## config.mk

```make
export PLATFORM = sky130hd
export DESIGN_NAME = mem_sequencer
export DESIGN_NICKNAME = d
export VERILOG_FILES = /design/src/rtl/mem_sequencer.sv
export SDC_FILE = /design/constraint.sdc
export NUM_CORES = 1
export LEC_CHECK = 0
export ABC_AREA = 1
export CAP_MARGIN = 20
export CORE_ASPECT_RATIO = 0.75
export CORE_UTILIZATION = 48
export DETAILED_ROUTE_END_ITERATION = 6
export GPL_TIMING_DRIVEN = 0
export PLACE_DENSITY = 0.81
export SYNTH_ARGS = -nofsm -noshare
export SYNTH_HDL_FRONTEND = slang
export SYNTH_SLANG_ARGS = --single-unit
```

## constraint.sdc

```tcl
create_clock -name clk -period 2.19 [get_ports clk]
set_input_delay 0.3285 -clock clk [delete_from_list [all_inputs] [get_ports clk]]
set_output_delay 0.3285 -clock clk [all_outputs]
set_load 0.02 [all_outputs]
```

## src/rtl/mem_sequencer.sv

```systemverilog
// Serialises four CPU read ports and one write port onto a single-port synchronous RAM.
// Latency: 1 + k + (k>0) + w stall cycles per service (k reads, w write), then one DONE cycle.
// Backpressure: stall is held high towards the CPU until all read data is captured and the write is issued.
module mem_sequencer #(
    parameter int ADDR_W = 14,
    parameter int DATA_W = 10
) (
    input  logic              clk,
    input  logic              rst,
    input  logic              m_write,
    input  logic [ADDR_W-1:0] m_inaddr,
    input  logic [DATA_W-1:0] m_indata,
    input  logic              m_read1,
    input  logic              m_read2,
    input  logic              m_read3,
    input  logic              m_read4,
    input  logic [ADDR_W-1:0] m_outaddr1,
    input  logic [ADDR_W-1:0] m_outaddr2,
    input  logic [ADDR_W-1:0] m_outaddr3,
    input  logic [ADDR_W-1:0] m_outaddr4,
    output logic [DATA_W-1:0] m_outdata1,
    output logic [DATA_W-1:0] m_outdata2,
    output logic [DATA_W-1:0] m_outdata3,
    output logic [DATA_W-1:0] m_outdata4,
    output logic              stall,
    output logic              ram_en,
    output logic              ram_we,
    output logic [ADDR_W-1:0] ram_addr,
    output logic [DATA_W-1:0] ram_wdata,
    input  logic [DATA_W-1:0] ram_rdata,
    output logic [2:0]        D_SEQSTATE
);

    typedef enum logic [2:0] {
        S_IDLE  = 3'd0,
        S_READ  = 3'd1,
        S_DRAIN = 3'd2,
        S_WRITE = 3'd3,
        S_DONE  = 3'd4
    } state_t;

    state_t state_q, state_d;

    // Live request view; bit 0 is read port 1.
    logic [3:0] live_rd;
    logic       live_any;
    assign live_rd  = {m_read4, m_read3, m_read2, m_read1};
    assign live_any = (|live_rd) | m_write;

    // Snapshot of the request. pend_q holds the reads not yet issued and
    // shrinks by one bit per READ cycle.
    logic [3:0]        pend_q, pend_d;
    logic              snap_w_q;
    logic [ADDR_W-1:0] snap_raddr_q [4];
    logic [ADDR_W-1:0] snap_waddr_q;
    logic [DATA_W-1:0] snap_wdata_q;

    logic       take_snap;
    logic       issue_rd;
    logic [1:0] rd_sel;

    // Which port the RAM data arriving this cycle belongs to.
    logic       cap_vld_q;
    logic [1:0] cap_port_q;

    logic [DATA_W-1:0] outdata_q [4];

    // State register.
    always_ff @(posedge clk) begin
        if (rst) begin
            state_q <= S_IDLE;
        end else begin
            state_q <= state_d;
        end
    end

    // Next-state, RAM strobes and stall; everything is forced quiet while rst is high.
    always_comb begin
        state_d   = state_q;
        pend_d    = pend_q;
        take_snap = 1'b0;
        issue_rd  = 1'b0;
        stall     = 1'b0;
        ram_en    = 1'b0;
        ram_we    = 1'b0;
        ram_addr  = snap_waddr_q;
        ram_wdata = snap_wdata_q;

        // Lowest-numbered pending port goes first.
        if (pend_q[0])      rd_sel = 2'd0;
        else if (pend_q[1]) rd_sel = 2'd1;
        else if (pend_q[2]) rd_sel = 2'd2;
        else                rd_sel = 2'd3;

        case (state_q)
            S_IDLE: begin
                stall = live_any;
                if (live_any) begin
                    take_snap = 1'b1;
                    pend_d    = live_rd;
                    state_d   = (|live_rd) ? S_READ : S_WRITE;
                end
            end
            S_READ: begin
                stall    = 1'b1;
                ram_en   = 1'b1;
                issue_rd = 1'b1;
                ram_addr = snap_raddr_q[rd_sel];
                pend_d   = pend_q & ~(4'b0001 << rd_sel);
                if (pend_d == 4'b0000) begin
                    state_d = S_DRAIN;
                end
            end
            S_DRAIN: begin
                // Last read's data lands at the end of this cycle.
                stall   = 1'b1;
                state_d = snap_w_q ? S_WRITE : S_DONE;
            end
            S_WRITE: begin
                stall   = 1'b1;
                ram_en  = 1'b1;
                ram_we  = 1'b1;
                state_d = S_DONE;
            end
            S_DONE: begin
                state_d = S_IDLE;
            end
            default: begin
                state_d = S_IDLE;
            end
        endcase

        if (rst) begin
            stall     = 1'b0;
            ram_en    = 1'b0;
            ram_we    = 1'b0;
            issue_rd  = 1'b0;
            take_snap = 1'b0;
        end
    end

    // Request snapshot and pending-read bookkeeping.
    always_ff @(posedge clk) begin
        if (rst) begin
            pend_q       <= '0;
            snap_w_q     <= 1'b0;
            snap_waddr_q <= '0;
            snap_wdata_q <= '0;
            for (int i = 0; i < 4; i++) begin
                snap_raddr_q[i] <= '0;
            end
        end else begin
            pend_q <= pend_d;
            if (take_snap) begin
                snap_w_q        <= m_write;
                snap_waddr_q    <= m_inaddr;
                snap_wdata_q    <= m_indata;
                snap_raddr_q[0] <= m_outaddr1;
                snap_raddr_q[1] <= m_outaddr2;
                snap_raddr_q[2] <= m_outaddr3;
                snap_raddr_q[3] <= m_outaddr4;
            end
        end
    end

    // Remember the port of the read issued this cycle so its data is steered next cycle.
    always_ff @(posedge clk) begin
        if (rst) begin
            cap_vld_q  <= 1'b0;
            cap_port_q <= 2'd0;
        end else begin
            cap_vld_q  <= issue_rd;
            cap_port_q <= rd_sel;
        end
    end

    // Held read-data registers; only the port whose data is arriving is updated.
    always_ff @(posedge clk) begin
        if (rst) begin
            for (int i = 0; i < 4; i++) begin
                outdata_q[i] <= '0;
            end
        end else if (cap_vld_q) begin
            outdata_q[cap_port_q] <= ram_rdata;
        end
    end

    assign m_outdata1 = outdata_q[0];
    assign m_outdata2 = outdata_q[1];
    assign m_outdata3 = outdata_q[2];
    assign m_outdata4 = outdata_q[3];
    assign D_SEQSTATE = state_q;

endmodule

```

After elaboration in Yosys (flattened, before gate mapping)
Memories as Yosys holds them, arrays and structs flattened.
Cells that the tools add are included.
{"block": "word_totals", "register_bits": 35, "wordCells": 67, "inputBits": 97, "out_inout_bits": 70, "mem_bits_rw": 96, "n_memories": 2}
{"block": "op_classes", "mux": 36, "bitwise": 7, "reduce_logical": 9, "shift": 1, "n_eq_ne": 5}
{"memory": "snap_raddr_q", "words": 4, "width": 14, "read_ports": 1, "rd_ports_with_merged_regs": 0, "wr": 4, "line": "54", "text": "logic [ADDR_W-1:0] snap_raddr_q [4];"}
{"memory": "outdata_q", "words": 4, "width": 10, "read_ports": 4, "rd_ports_with_merged_regs": 0, "wr": 4, "line": "66", "text": "logic [DATA_W-1:0] outdata_q [4];"}
{"operator": "14-bit two-way mux", "n": 5}
{"operator": "1-bit two-way mux", "n": 19}
{"operator": "3-bit case mux with 4 select lines", "n": 1}
{"operator": "10-bit two-way mux", "n": 1}
{"operator": "10-bit OR reduction", "n": 1}
{"operator": "3-bit two-way mux", "n": 3}
{"operator": "2-bit two-way mux", "n": 4}
{"operator": "4-bit case mux with 2 select lines", "n": 1}
{"operator": "3-bit by 2-bit == test with 1-bit output, second input constant", "n": 2}
{"operator": "1-bit bitwise OR", "n": 5}
{"operator": "4-bit bitwise AND", "n": 1}
{"operator": "4-bit zero test", "n": 1}
{"operator": "4-bit two-way mux", "n": 1}
{"operator": "2-bit != test, second input constant", "n": 2}
{"operator": "4-bit NOT", "n": 1}
{"operator": "2-bit AND reduction", "n": 2}
{"operator": "4-bit OR reduction", "n": 1}
{"operator": "1-bit by 2-bit << shifter with 4-bit output, first input constant", "n": 1}
{"operator": "3-bit by 1-bit == test with 1-bit output, second input constant", "n": 1}
{"operator": "3-bit zero test", "n": 1}
{"operator": "3-bit OR reduction", "n": 1}
{"operator": "1-bit case mux with 2 select lines", "n": 1}
{"operator": "2-bit nonzero test", "n": 1}
{"operator": "2-bit OR reduction", "n": 1}

Depth between registers and ports, before layout
Gate-level depths: netlist (run 1).
{"block": "depth", "depth_word": 9, "mapped_depth": 8, "ltp_nobuf": 8}

Least setup slack after synthesis (run 1)
Ideal clock, no wire load.
{"block": "synth_timing", "path_kind": "register to register", "from": "register state_q[2], in the netlist D_SEQSTATE[2]", "to": "memory snap_raddr_q[0][0], enable pin", "arrival_ns": 1.714, "required_ns": 1.800, "synth_period_minus_slack_ns": 2.105, "path_stages_with_launch": 5, "setup_slack_ns": 0.085, "setup_ns": 0.390, "n_path_buf": 1, "path_cell_list": "dfxtp_1 > nor3_4 > nand2_2 > nand2_1 > buf_2"}
{"element": "from (decl)", "line": "42", "text": "state_t state_q, state_d;"}
{"element": "from (signal assigned)", "line": "73", "text": "state_q <= state_d;"}
{"element": "to (decl)", "line": "54"}

Worst setup path after layout (run 1)
{"block": "layout_timing", "from": "register pend_q[0]", "to": "output port ram_addr[9]"}
{"block": "layout_between", "elab_chain_cells": 3}
{"element": "from (decl)", "line": "52", "text": "logic [3:0] pend_q, pend_d;"}
{"element": "from (signal assigned)", "line": "153", "text": "pend_q <= pend_d;"}
{"element": "2-bit two-way mux", "line": "90", "text": "if (pend_q[0]) rd_sel = 2'd0;"}
{"element": "memory read 4 x 14 bit"}
{"element": "14-bit two-way mux", "line": "95", "text": "case (state_q)"}
{"element": "to (decl)", "line": "28", "text": "output logic [ADDR_W-1:0] ram_addr,"}
No other way between the ends.

==> results of run 1 <==
==> kinds of logic (layout without fill, tap and decap cells) <==
group	Yosys count	in the layout	synth area share, %
AND/OR/NAND/NOR	308	308	22.5
flip-flops	131	131	62.8
buffers and inverters	131	340	9.88
AO/OA/AOI/OAI	50	50	4.91
==> worst max-delay path: stages, from the launching register on <==
cell and delay (ps):
dfxtp_4 370, nor2_4 160, nand2_2 90, inv_2 110
buf_4 160, nand2_1 60, nand2_1 60, nor2_1 60
a21boi_1 220, buf_4 180
==> placed cells by master (no fill, tap or decap), types with 3 or more instances in the layout <==
master	n
o21ai_0	27
nor2_2	11
inv_2	4
edfxtp_1	96
buf_2	14
clkbuf_1	9
nor3_1	12
nand2_1	89
clkdlybuf4s50_1	149
o21ai_1	5
nand2_2	7
inv_1	96
clkinv_4	4
nor2_1	140
buf_4	17
buf_6	11
a21oi_1	3
bufinv_16	5
nand3_1	42
dfxtp_1	29
clkbuf_16	17
a21boi_1	8
dfxtp_2	4
o21ai_2	3
nor2_4	4
==> per-layer routing <==
layer	GRT usage [%]	wire length, um	share of wire [%]	vias to the layer above
li1	-	-	-	2351
met1	33.4	6600	38	2377
met2	47.1	8280	48	315
met3	9.20	1680	9.8	62
met4	14.2	621	3.6	0
met5	0	0	0	-
==> worst max path at each step <==
stage | startpoint | slack (ps) | to | cells past startpoint
2_1_floorplan | D_SEQSTATE[2] | 90 | snap_raddr_q[0][0] | 4
3_3_place_gp | m_read1 | -640 | snap_raddr_q[0][10] | 6
5_1_grt | pend_q[0] | -80 | ram_addr[9] | 9
3_5_place_dp | m_read1 | -540 | stall | 7
4_1_cts | pend_q[2] | 0.2 | ram_addr[11] | 6
6_report | pend_q[0] | -40 | ram_addr[9] | 9
==> stage by stage <==
stage / setup TNS, ps / hold slack, ps
2_1_floorplan: 0 / 450
3_3_place_gp: -44120 / 459
3_5_place_dp: -19640 / 466
4_1_cts: 0 / 221
5_1_grt: -261 / 261
6_report: -50.6 / 240
==> power groups by stage <==
| stage | sequential [mW] | combinational (mW) | clock, mW |
|---|---|---|---|
| CTS | 3.46 | 2.89 | 3.14 |
| global route | 3.52 | 3.29 | 3.24 |
| detailed placement | 3.49 | 2.75 | 0 |
| floorplan | 3.57 | 1.47 | 0 |
| global placement | 3.47 | 2.64 | 0 |
| finish | 3.48 | 3.09 | 3.14 |
==> repair_timing <==
item,4_1_cts,5_1_grt
gates cloned,1,1
setup endpoints to repair,56,16
pin swaps,8,8
buffers inserted,5,3
gates resized for setup,90,29
==> state kept, by name, summed over array words and instances, names as in the netlist <==
name	flops
snap_raddr_q	56
outdata_q	40
snap_waddr_q	14
ram_wdata	10
pend_q	4
D_SEQSTATE	3
cap_port_q	2
cap_vld_q	1
snap_w_q	1
==> area by class of cell <==
| type | count | area share, % |
|---|---|---|
| plain buffers | 28 | 2.49 |
| clock buffers | 20 | 5.32 |
| clock inverters | 12 | 2.46 |
| inverters | 103 | 4.72 |
| multi-input cells | 358 | 19.5 |
| flip-flops and latches | 131 | 42.8 |
| well taps | 162 | 2.41 |
| repair buffers | 177 | 20.3 |
==> impl_metrics.yaml, run 1 <==
hold_path:
  holdPathStages: 2
  holdPathEnd: "cap_vld_q"
  worstHoldPathType: "primary input to register"
  hp-start: "rst"
power:
  p_seq_share_pct: 35.8
  power_mw: 9.71
  peakVddDrop_mv: 0.738
  power_density_nw_per_um2: 1160
  p_leak_nw: 3.77
  combPwrFrac_pct: 31.9
  swShare_pct: 33.1
  power.switching_mw: 3.21
  p_clk_share_pct: 32.3
  p_int_mw: 6.50
worst_setup_path:
  cp_max_fo: 5
  cp.required_ps: 1860
  crit_type: "register to primary output"
  regToRegStartpoint: "D_SEQSTATE[2]"
  timing.rr.end: "snap_raddr_q[0][1]"
  critPathCaptureType: "primary output"
  ff2ff_path_depth: 5
  start_kind: "register"
  rrSetupSlack_ps: 60
  arrival_ps: 1900
grt:
  grtUsageTotal_pct: 28.3
  grt_pass1_vias: 5109
  grt_max_degree: 45
  grt_overflow: 0
  antenna_found_initial: 0
  grt_pass1_wl_um: 25600
sta:
  finClkSkew_ps: 7.47
  drv_slew: 0
  finalSetupViolCount: 2
  fin_crit_sh_pct: 102
  fmax_mhz: 449
  worst_pin_slew_ps: 984
  rsz0062_at_grt: "true"
  setup_slack_ps: -37.6
  relSlewSlack_pct: 34.0
  hold_viol_final: 0
  period_minus_slack_ps: 2230
place:
  place_inst: 949
  portBuffers: 165
  dp_hpwl_um: 11500
  place_ws_ps: -539
  placed_cell_area_um2: 7600
  gp_congestion: 0.894
clocking:
  cts_max_path_buffers: 2
  cts_inserted_buffers: 17
  cts-root-buf: "clkbuf_16"
  hold_buffers: 0
  worst_skew_pair.late_latency_ps: 420
  cts_tree: "done"
  cts_sinks: 131
  cts-htree-levels: 4
  clk_pin_slew_ps: 60
final_layout:
  fillers: 746
  design_area_um2: 8400
  fin_nets: 913
  multi_input_area_um2: 1640
  final_core_util_pct: 72.6
  num_antenna_cells: 0
  stdcell_count: 991
  drive_gt1_share_pct: 14.2
  regArea_um2: 3600
  syn2layout_area_growth_pct: 47.2
synthesis:
  async_reset_ff_share_pct: 0
  netlist_top_cells_count: "142 x nor2_1, 99 x inv_1, 96 x edfxtp_1"
  synthCells: 620
  synthFlopType: "edfxtp_1"
  synth_edf_count: 96
  synth_top_area_share_pct: 50.5
  synth.yosys.seq_area_share_pct: 62.8
  yosys.cell_count.top_type: "nor2_1"
  synth.cell_area_um2: 5710
  yosysWarningCount: 0
  ys_types: 26
  ys_seq_elements: 131
  syn-num-nets: 717
  synth_top_cell_by_area: "edfxtp_1"
  yosys-top-cells-area: "edfxtp_1 50%, dfxtp_1 12%, nor2_1 9.3%"
  avgSynthCellArea_um2: 9.21
floorplan:
  num_io_pins: 167
  core_area_um2: 11600
  rows: 34
  initial_utilization_pct: 49.4
  fp.dieW_um: 128
  die_y_um: 96.5
  dieArea_um2: 12300
detailed_routing:
  drc: 0
  viasPerCell: 5.15
  wl_per_cell_um: 17.3
  route.vias.total: 5105
  dr.first_iter.drc_count: 582
  wl_um: 17200
  dr.pass1.iters: 5
  final_antenna_net_count: 0
run_status:
  violations: "negative setup slack"
  status: "finished with violations"
flow_run:
  drv_cap: 0
Power figures use the tool's default switching activity.
==> run 2, diff against run 1 <==
- CORE_UTILIZATION: 48 -> 49
- CTS_BUF_LIST: not set -> sky130_fd_sc_hd__clkbuf_8
- PLACE_DENSITY: 0.81 -> 0.82
==> run 2 against run 1 <==
Net effect: the flow still finishes with violations (negative setup slack); sequential cell count did not move; register-to-register slack improved by 150 ps; worst hold slack got worse by 22 ps; wire length fell by 3.1%; non-clock buffer count rose by 3; core utilization rose by 0.86 points; critical path depth fell by 2; via count fell by 0.12%; sequential share of layout area rose by 1.1 points; clock power fell by 30%; global-route usage fell by 1.5 points; critical path type unchanged; largest cell class unchanged.
==> impl_metrics.yaml, run 2 (synthesis results as in run 1) <==
hold_path:
  worstHoldPathType: "primary input to register"
  holdPathEnd: "cap_port_q[1]"
  hp-start: "rst"
  holdPathStages: 2
final_layout:
  final_common_cell: "clkdlybuf4s50_1"
  top_register: "snap_raddr_q"
  reg_top3: "snap_raddr_q (56), outdata_q (40), snap_waddr_q (14)"
  syn2layout_area_growth_pct: 43.4
  mostFrequentLayoutCells: "149 x clkdlybuf4s50_1, 141 x nor2_1, 97 x inv_1"
  final_core_util_pct: 73.5
  drive_gt1_share_pct: 14.5
  fin_nets: 916
  num_antenna_cells: 0
  largest_reg_flops: 56
clocking:
  cts_sinks: 131
  hold_buffers: 0
  cts_tree: "done"
  worst_skew_pair.late_latency_ps: 450
  cts-root-buf: "clkbuf_8"
  cts_inserted_buffers: 17
  cts-htree-levels: 4
  clk_pin_slew_ps: 80
  cts_max_path_buffers: 2
power:
  power_mw: 8.79
  peakVddDrop_mv: 0.555
  p_leak_nw: 3.68
  power_density_nw_per_um2: 1070
sta:
  relSlewSlack_pct: 53.5
  worst_pin_slew_ps: 691
  finalSetupViolCount: 2
  drv_slew: 0
  whs_ps: 218
  finClkSkew_ps: 16.1
  fin_crit_sh_pct: 101
  setup_slack_ps: -15.3
  hold_viol_final: 0
  fin_tns_setup_ps: -22.0
  fmax_mhz: 453
  period_minus_slack_ps: 2210
detailed_routing:
  dr.pass1.iters: 5
  drc: 0
  wl_um: 16700
  final_antenna_net_count: 0
  wl_per_cell_um: 17.1
  viasPerCell: 5.25
  dr.first_iter.drc_count: 479
  route.vias.total: 5099
grt:
  antenna_found_initial: 0
  grt_pass1_vias: 4780
  grt.busiest_layer: "met2"
  grt_use_met3_pct: 7.41
  grtUsageTotal_pct: 26.8
  grtUsageMet2_pct: 45.7
  met1_usage_pct: 32.4
  grt_overflow: 0
  grt_pass1_wl_um: 23800
  grt_max_degree: 43
floorplan:
  fp.dieW_um: 127
  initial_utilization_pct: 51.2
  num_io_pins: 167
  dieArea_um2: 12100
  core_area_um2: 11100
  die_y_um: 95.5
  rows: 33
worst_setup_path:
  critPathCaptureType: "primary output"
  cp.required_ps: 1860
  path_common_cell: "nor2_1"
  timing.rr.end: "snap_raddr_q[0][6]"
  start_kind: "register"
  crit_chain: "inv_2 -> o21ai_4 -> o21ai_0 -> nand2_1 -> nor2_1 -> nor2_1 -> buf_4"
  cp_max_fo: 5
  regToRegStartpoint: "D_SEQSTATE[1]"
  arrival_ps: 1880
  ff2ff_path_depth: 5
  critical_path_buf_inv_count: 2
  rrSetupSlack_ps: 210
  cpLargestDelayFamily: "compound AO/OA/AOI/OAI gates"
  max_stage_delay_ps: 420
  crit_type: "register to primary output"
  crit_path_top_delay_cell: "o21ai_0"
flow_run:
  drv_cap: 0
run_status:
  status: "finished with violations"
  violations: "negative setup slack"
place:
  portBuffers: 165
  dp_hpwl_um: 11200
  gp_congestion: 0.871
run 2: changes by cell type in the layout (fill, tap and decap cells not counted), sizes merged:
| cell | delta |
|---|---|
| clkinvlp | +2 |
| dlygate4sd2 | -1 |
| clkbuf | -2 |
| buf | +3 |
| clkinv | +1 |
| inv | +1 |
| bufinv | -1 |
run 2: layer usage:
metal  share of wire, %  wire [um]
met1                 38       6280
met2                 49       8180
met3                9.8       1630
met4                3.4        562
met5                  0          0
run 2: report_power, final:
part | internal [mW] | switching [mW]
logic | 1.23 | 1.88
registers | 3.26 | 0.217
clock network | 1.23 | 0.976
total | 5.72 | 3.07
run 2: cell type report:
cell class                      instances  area (um^2)
Clock inverter                         15          190
Tap cell                              140          175
Sequential cell                       131         3590
Buffer                                 28          205
Multi-Input combinational cell        358         1640
Fill cell                             737         2960
Timing Repair Buffer                  180         1750
Inverter                              103          404
Clock buffer                           17          234
run 2: stage by stage:
step	cells	area [um^2]	worst slack, ps
final	972	8190	-15.3
after global routing	972	8190	-67.1
after CTS	969	8110	6.19
after detailed placement	928	7570	-473
after global placement	925	7540	-596
after floorplan	620	5710	85.4
run 2: what timing repair did:
item                                    in CTS  in global routing
cloned                                       2                  0
endpoints found under the setup margin      16                 54
buffers inserted                             7                  3
pin swaps                                    5                  9
gates resized for setup                     93                 34
run 2: worst max-delay path by stage:
stage | start | endpoint | slack (ps) | cells past startpoint
floorplan | D_SEQSTATE[2] | snap_raddr_q[0][0] | 90 | 4
global placement | m_read1 | snap_raddr_q[0][10] | -600 | 6
detailed placement | m_read1 | stall | -470 | 7
CTS | pend_q[1] | ram_addr[8] | 6 | 8
global route | D_SEQSTATE[2] | ram_addr[10] | -70 | 8
finish | pend_q[2] | ram_addr[4] | -20 | 7
run 2: worst reg2reg max path, delay by kind of cell (launching register included):
| kind | cells | cell delay [ps] |
|---|---|---|
| AND/OR/NAND/NOR | 3 | 620 |
| buffers and inverters | 2 | 670 |
| flip-flops | 1 | 370 |
